==> src/rtl/enc_pkg.sv <==
// enc_pkg: shared definitions for the enc_scan scanning encoder.
//   state_t : scan controller states (IDLE waits for a vector, EMIT streams indices)
//   W, CW   : default input vector width and code width
package enc_pkg;

  localparam int W  = 8;
  localparam int CW = 3;

  typedef enum logic {
    IDLE = 1'b0,
    EMIT = 1'b1
  } state_t;

endpackage

==> src/rtl/enc_scan_pri_enc.sv <==
// pri_enc: combinational priority encoder over a W-bit mask.
// Macro: MSB_FIRST_EN selects highest-bit-first priority; when undefined,
// bit 0 has the highest priority.
// Ports:
//   mask        in  W   bits still to be reported
//   idx         out CW  index of the highest-priority set bit (0 when mask is 0)
//   any         out 1   at least one bit of mask is set
//   one_or_less out 1   mask has zero or one bit set
module pri_enc #(
  parameter int W  = 8,
  parameter int CW = $clog2(W)
) (
  input  logic [W-1:0]  mask,
  output logic [CW-1:0] idx,
  output logic          any,
  output logic          one_or_less
);

  // Scan so that the winning bit is the last one assigned: ascending scan
  // leaves the highest set bit, descending scan leaves the lowest.
  always_comb begin
    idx = '0;
`ifdef MSB_FIRST_EN
    for (int i = 0; i < W; i++) begin
      if (mask[i]) idx = CW'(i);
    end
`else
    for (int i = W - 1; i >= 0; i--) begin
      if (mask[i]) idx = CW'(i);
    end
`endif
  end

  assign any = |mask;

  // Clearing the lowest set bit leaves zero exactly when at most one bit was set.
  assign one_or_less = ((mask & (mask - W'(1))) == '0);

endmodule

==> src/rtl/enc_scan.sv <==
// enc_scan: sequential 8-to-3 scanning encoder. Captures a multi-hot vector
// over a valid/ready handshake and emits the index of every set bit, one per
// output handshake, in priority order. An all-zero vector yields one beat
// flagged empty.
// Macro: MSB_FIRST_EN (highest set bit first; default lowest set bit first).
// Ports:
//   clk       in  1   clock, rising edge
//   rst       in  1   asynchronous active-high reset
//   in_valid  in  1   D is valid
//   in_ready  out 1   block can accept a vector (IDLE only)
//   D         in  W   multi-hot request vector
//   out_valid out 1   code/last/empty valid
//   out_ready in  1   consumer takes the current beat
//   code      out CW  index of the current set bit
//   last      out 1   final beat for this vector
//   empty     out 1   captured vector was all-zero
module enc_scan #(
  parameter int W  = enc_pkg::W,
  parameter int CW = $clog2(W)
) (
  input  logic          clk,
  input  logic          rst,
  input  logic          in_valid,
  output logic          in_ready,
  input  logic [W-1:0]  D,
  output logic          out_valid,
  input  logic          out_ready,
  output logic [CW-1:0] code,
  output logic          last,
  output logic          empty
);

  import enc_pkg::*;

  state_t        state, state_next;
  logic [W-1:0]  mask, mask_next;
  logic [CW-1:0] idx;
  logic          any;
  logic          one_or_less;

  pri_enc #(.W(W), .CW(CW)) u_pri_enc (
    .mask        (mask),
    .idx         (idx),
    .any         (any),
    .one_or_less (one_or_less)
  );

  // State and remaining-bit mask; reset throws away any vector in flight.
  always_ff @(posedge clk or posedge rst) begin
    if (rst) begin
      state <= IDLE;
      mask  <= '0;
    end else begin
      state <= state_next;
      mask  <= mask_next;
    end
  end

  // Capture in IDLE; in EMIT retire one bit per taken beat, and return to
  // IDLE once the beat holding the final (or only) bit is taken.
  always_comb begin
    state_next = state;
    mask_next  = mask;
    case (state)
      IDLE: begin
        if (in_valid) begin
          mask_next  = D;
          state_next = EMIT;
        end
      end
      EMIT: begin
        if (out_ready) begin
          if (one_or_less) begin
            mask_next  = '0;
            state_next = IDLE;
          end else begin
            mask_next[idx] = 1'b0;
          end
        end
      end
      default: begin
        state_next = IDLE;
        mask_next  = '0;
      end
    endcase
  end

  // in_ready is held low while reset is asserted even though state is IDLE.
  assign in_ready  = (state == IDLE) && !rst;
  assign out_valid = (state == EMIT);
  assign code      = out_valid ? idx : '0;
  assign last      = out_valid & one_or_less;
  assign empty     = out_valid & ~any;

endmodule

==> config.mk <==
export PLATFORM = sky130hd
export DESIGN_NAME = enc_scan
export DESIGN_NICKNAME = d
export VERILOG_FILES = /design/src/rtl/enc_pkg.sv /design/src/rtl/enc_scan_pri_enc.sv /design/src/rtl/enc_scan.sv
export SDC_FILE = /design/constraint.sdc
export NUM_CORES = 1
export LEC_CHECK = 0
export ABC_AREA = 1
export CAP_MARGIN = 15
export CORE_AREA = 5 5 46 48
export CTS_CLUSTER_SIZE = 28
export DETAILED_ROUTE_END_ITERATION = 8
export DIE_AREA = 0 0 51 53
export GPL_ROUTABILITY_DRIVEN = 0
export PLACE_DENSITY = 0.65
export SYNTH_ARGS = -nofsm -noshare
export SYNTH_HDL_FRONTEND = slang
export SYNTH_SLANG_ARGS = --single-unit
==> constraint.sdc <==
create_clock -name clk -period 3.4 [get_ports clk]
set_clock_uncertainty 0.05 [all_clocks]
set_input_delay 0.51 -clock clk [delete_from_list [all_inputs] [get_ports clk]]
set_output_delay 0.51 -clock clk [all_outputs]
set_load 0.02 [all_outputs]
Word level (Yosys, flattened, before mapping)
Cells that the tools add are included.
- bits in registers: 9
- logic and storage cells: 39
- output and inout port bits: 7
- bits of input ports: 12
- mux-type cells: 19
- eq/ne operators: 2
- $add $sub $neg: 1
- bitwise gates (word level): 7
- reductions and logical operators: 6
- magnitude comparators: 2
- operators with widths (kind ; number):
    $mux W3 ; 9
    $mux W8 ; 3
    $and A8 B8 Y8 ; 2
    $pmux W8 S2 ; 1
    $logic_not A8 Y1 ; 1
    $not A8 Y8 ; 1
    $reduce_or A8 Y1 ; 1
    $sub A8 B1 Y8 const B ; 1
    $lt A3 B4 Y1 const B ; 1
    $mux W1 ; 4
    $ne A2 B2 Y1 const B ; 2
    $demux W1 S3 ; 1
    $ge A3 B1 Y1 const B ; 1
    $and A1 B1 Y1 ; 2
    $logic_and A1 B1 Y1 ; 2
    $not A1 Y1 ; 2
    $pmux W1 S2 ; 1
    $reduce_and A2 Y1 ; 1
    $logic_not A1 Y1 ; 1

Depth between registers and ports, before layout
- depth in word-level cells: 17
- gate-level depth with buffers: 8
- depth with buffers taken out: 8

Modules after synthesis
Synthesis repeated with hierarchy kept, for this count alone.
- cells, all modules: 119
- area, all modules: 738.2 um^2
- modules (own cells, without submodules) (module ; sequential area each (um^2) ; times used ; cells each ; area each (um^2)):
    enc_scan ; 225.2 ; 1 ; 82 ; 550.5
    pri_enc ; 0.0 ; 1 ; 37 ; 187.7

Least setup slack after synthesis
No wires, ideal clock.
- path type: register -> output
- start: reg mask[4]
- end: out code[1]
- data arrival time: 1.193 ns
- required time: 2.840 ns
- path buffers: 0
- cell stages (with the launch flop): 4
- setup slack: 1.647 ns
- cells stage by stage: dfrtp_1 -> nor2_1 -> o21ai_0 -> a211oi_1
- word-level cells in the longest chain between the ends: 6
- RTL lines (item ; RTL line ; RTL):
    start, declared ; enc_scan.sv:36 ; logic [W-1:0] mask, mask_next;
    start signal, assigned ; enc_scan.sv:55 ; mask <= mask_next;
    $mux W3 (5 in series) ; enc_scan_pri_enc.sv:29 ; if (mask[i]) idx = CW'(i);
    $mux W3 ; enc_scan.sv:91 ; assign code = out_valid ? idx : '0;
    end, declared ; enc_scan.sv:28 ; output logic [CW-1:0] code,
No other way between the ends.

Worst setup path in the final report
- start: reg mask[0]
- end: out last
- word-level cells in the longest chain between the ends: 4
- RTL lines (item ; RTL line ; RTL):
    $sub A8 B1 Y8 ; enc_scan_pri_enc.sv:37 ; assign one_or_less = ((mask & (mask - W'(1))) == '0);
    $and A8 B8 Y8 (*) ; enc_scan_pri_enc.sv:37 ;
    $logic_not A8 Y1 (*) ; enc_scan_pri_enc.sv:37 ;
    $and A1 B1 Y1 (*) ; enc_scan.sv:92 ; assign last = out_valid & one_or_less;
    end, declared ; enc_scan.sv:29 ; output logic last,
Mark *: on every way between the ends. The rest lies on a longest branch, timed or not.

==> results.txt <==
----------------------------------------------------
[Run status]
  Status ... finished clean

[Routing]
  Final ANT Viol Nets ... 0
  Number of remaining DRC errors ... 0
  Average via count per standard cell ... 5.209
  Initial DRC Count ... 7
  Pre-antenna DRT Iters ... 4
  Routed wire per std cell ... 12.46 um
  Sum of routed wire length over all layers ... 1607 um
  Count of vias placed by the detailed router ... 672

[Power]
  Static leakage power ... 0.0004195 uW
  Switching power share of the total ... 45.86%
  Net switching component of the power ... 275.3 uW
  Clock share of power ... 14.2%
  Portion of total power attributed to combinational logic ... 54.9%
  Power per cell area ... 698.2 nW/um2
  Sequential power share ... 30.9%
  Internal power contribution ... 324.9 uW
  Post-layout total power ... 600.2 uW
  Worst vdd ir ... 0.2574 mV

[Clock tree]
  Clock-pin slew of the registers on the worst-case setup and hold paths ... 60 ps
  Clock tree root buffer cell ... clkbuf_4
  Clock latency reported for the late side of the worst-skew pair ... 260 ps
  Total CTS buffers ... 3
  Resized Gates After CTS ... 0
  # H-tree levels ... 1
  Post-CTS Repair Setup Buffers ... 0
  CTS tree ... built
  CTS Hold Bufs ... 0
  Buffer depth of the longest clock path ... 2
  Sinks on Clock Net ... 9

[STA]
  Slew of the pin with the lowest slew margin ... 422.8 ps
  Fraction of the cycle the final worst path needs ... 72.66%
  Worst-case headroom to the max-slew limit ... 71.82%
  Aggregate negative setup slack ... 0 ps
  Achievable frequency ... 404.8 MHz
  Max-slew violation count ... 0
  Post-route worst setup slack ... 929.7 ps
  Hold violation total from the final report ... 0
  Final Setup Violations ... 0
  Setup repair after global routing missed its margin ... no
  Fin crit period ... 2470 ps

[Synth]
  Top-area cell type share of the netlist area ... 35.36%
  Total of flip-flops plus latches after synthesis ... 9
  Number of standard cells after synthesis ... 91
  Post-Synthesis Cell Area ... 636.9 um2
  Avg Inst Size Synth ... 6.998 um2
  Share of the yosys chip area belonging to registers ... 35.36%
  Post-synthesis cell type with the largest combined area ... dfrtp_1
  Top cells by area, synth ... dfrtp_1 35%, nand2_1 11%, nand3_1 9.4%
  Nets in the synthesized netlist ... 103
  Cell variety after synth ... 20
  Number of warning messages in the yosys log ... 0

[Floorplan]
  Rows ... 15
  Total die area ... 2703 um2
  Floorplan core area ... 1670 um2
  Top-level I/O count ... 19
  DIE WIDTH ... 51 um
  Die Y ... 53 um
  Initial Util ... 38.13%

[Finish]
  Syn-to-layout area delta ... 34.97%
  Share of post-route cells with drive strength above 1 ... 14.29%
  Core utilization of the finished layout ... 51.46%
  Filler cell count in the final layout ... 163
  Diodes inserted ... 0
  Final #Nets ... 125

[Critical path]
  Worst setup path endpoint ... last
  Critical Path Start Type ... flip-flop
  Worst endpoint data arrival time ... 1910 ps
  RR Startpoint ... out_valid
  Critical path type ... reg2out
  R2R cell count ... 4
  Setup crit end kind ... output pin
  Worst-path fanout max ... 4
  Crit path launch ... mask[0]
  Register-to-Register Setup Slack ... 1890 ps
  Reg2reg end ... mask[4]
  CP required ... 2840 ps

[Flow run]
  Max-cap viol count ... 0

[Placement]
  DP Wirelength ... 1301 um
  Count of buffers inserted at the top-level ports ... 18
  Setup slack after placement ... 1201 ps

[Global routing]
  Antenna violations before repair ... 0
  Overall global routing resource usage ... 13.05%
  Maximum number of pins on one net before global-route repair ... 14
  Wire length of the first global-routing pass ... 2718 um
  Residual overflow from global routing ... 0
  Vias in the first global route ... 642

[Hold path]
  Path category of the worst min-delay check ... in2async

----------------------------------------------------
## cell usage in the layout (no fill, tap or decap), types with 4 or more instances in the layout
| cell | n |
|---|---|
| inv_1 | 11 |
| nand2_2 | 5 |
| o21ai_0 | 8 |
| nand2_1 | 19 |
| nor2_1 | 4 |
| a22oi_1 | 6 |
| nand3_1 | 12 |
| dfrtp_1 | 9 |
| inv_2 | 4 |
| clkdlybuf4s50_1 | 18 |
## per-layer routing
metal	routed length (um)	track usage, %	vias to the layer above
met5	0	0	-
met4	28	6.278	0
met3	59	1.972	5
met2	777	22.53	12
met1	741	15.75	310
li1	-	-	345
## cell usage after synthesis
cell and number:
nor2_4 2, dfrtp_1 9, inv_2 4, or2_1 1, a211oi_1 1, o21ai_0 8, a22oi_1 6, a21oi_1 1
nand2_1 19, nor3b_1 1, nand3_1 12, buf_2 1, inv_1 11, nor2_1 4, o21ai_1 1, nor3_1 2
nor2_2 1, nand3_2 1, nand2_2 5, o211ai_1 1
## critical path, cell delays in order (launching register included)
cell and delay (ps):
dfrtp_1 430, nor2_4 170, nand2_2 90, nand2_2 70, nand2_2 50, nor2_2 110, nand2_1 60, nor2_1 80
clkdlybuf4s50_1 600
## metrics by stage
step	cells	hold slack [ps]	instance area, um2
floorplan	91	287.9	636.9
global placement	125	533.0	833.3
detailed placement	125	546.3	833.3
CTS	129	511.1	859.6
global route	129	561.3	859.6
finish	129	495.3	859.6
## power by group through the flow
| stage | combinational [uW] | sequential (uW) | clock (uW) |
|---|---|---|---|
| global placement | 331 | 184 | 0 |
| CTS | 332 | 185 | 86.1 |
| global route | 368 | 191 | 88.4 |
| finish | 329 | 185 | 85.2 |
| detailed placement | 332 | 187 | 0 |
| floorplan | 229 | 175 | 0 |
## sequential cells by signal (all words and copies together) (netlist names)
| name | cells |
|---|---|
| mask | 8 |
| out_valid | 1 |
## logic make-up (layout without fill, tap and decap cells)
family                 after synthesis  after routing  synth area share, %
AOI/OAI and AO/OA                   18             18                17.29
buffers and inverters               16             37                9.625
DFF                                  9              9                35.36
and+or+nand+nor                     48             48                37.72
## final cells by class
type / count / area, um2 / area share (%)
Multi-Input combinational cell: 66 / 350.3 / 40.76
Sequential cell: 9 / 225.2 / 26.20
Timing Repair Buffer: 18 / 180.2 / 20.96
Inverter: 15 / 56.30 / 6.550
Clock buffer: 4 / 26.28 / 3.057
Tap cell: 17 / 21.27 / 2.475
## how the worst min path moves through the flow
stage / startpoint / end / slack (ps) / cells past startpoint
floorplan: rst / mask[0] / 290 / 1
global placement: mask[5] / mask[5] / 530 / 2
detailed placement: mask[7] / mask[7] / 550 / 2
CTS: rst / mask[5] / 510 / 2
global route: rst / mask[7] / 560 / 2
finish: rst / mask[7] / 500 / 2
(Power assumes the default switching activity.)
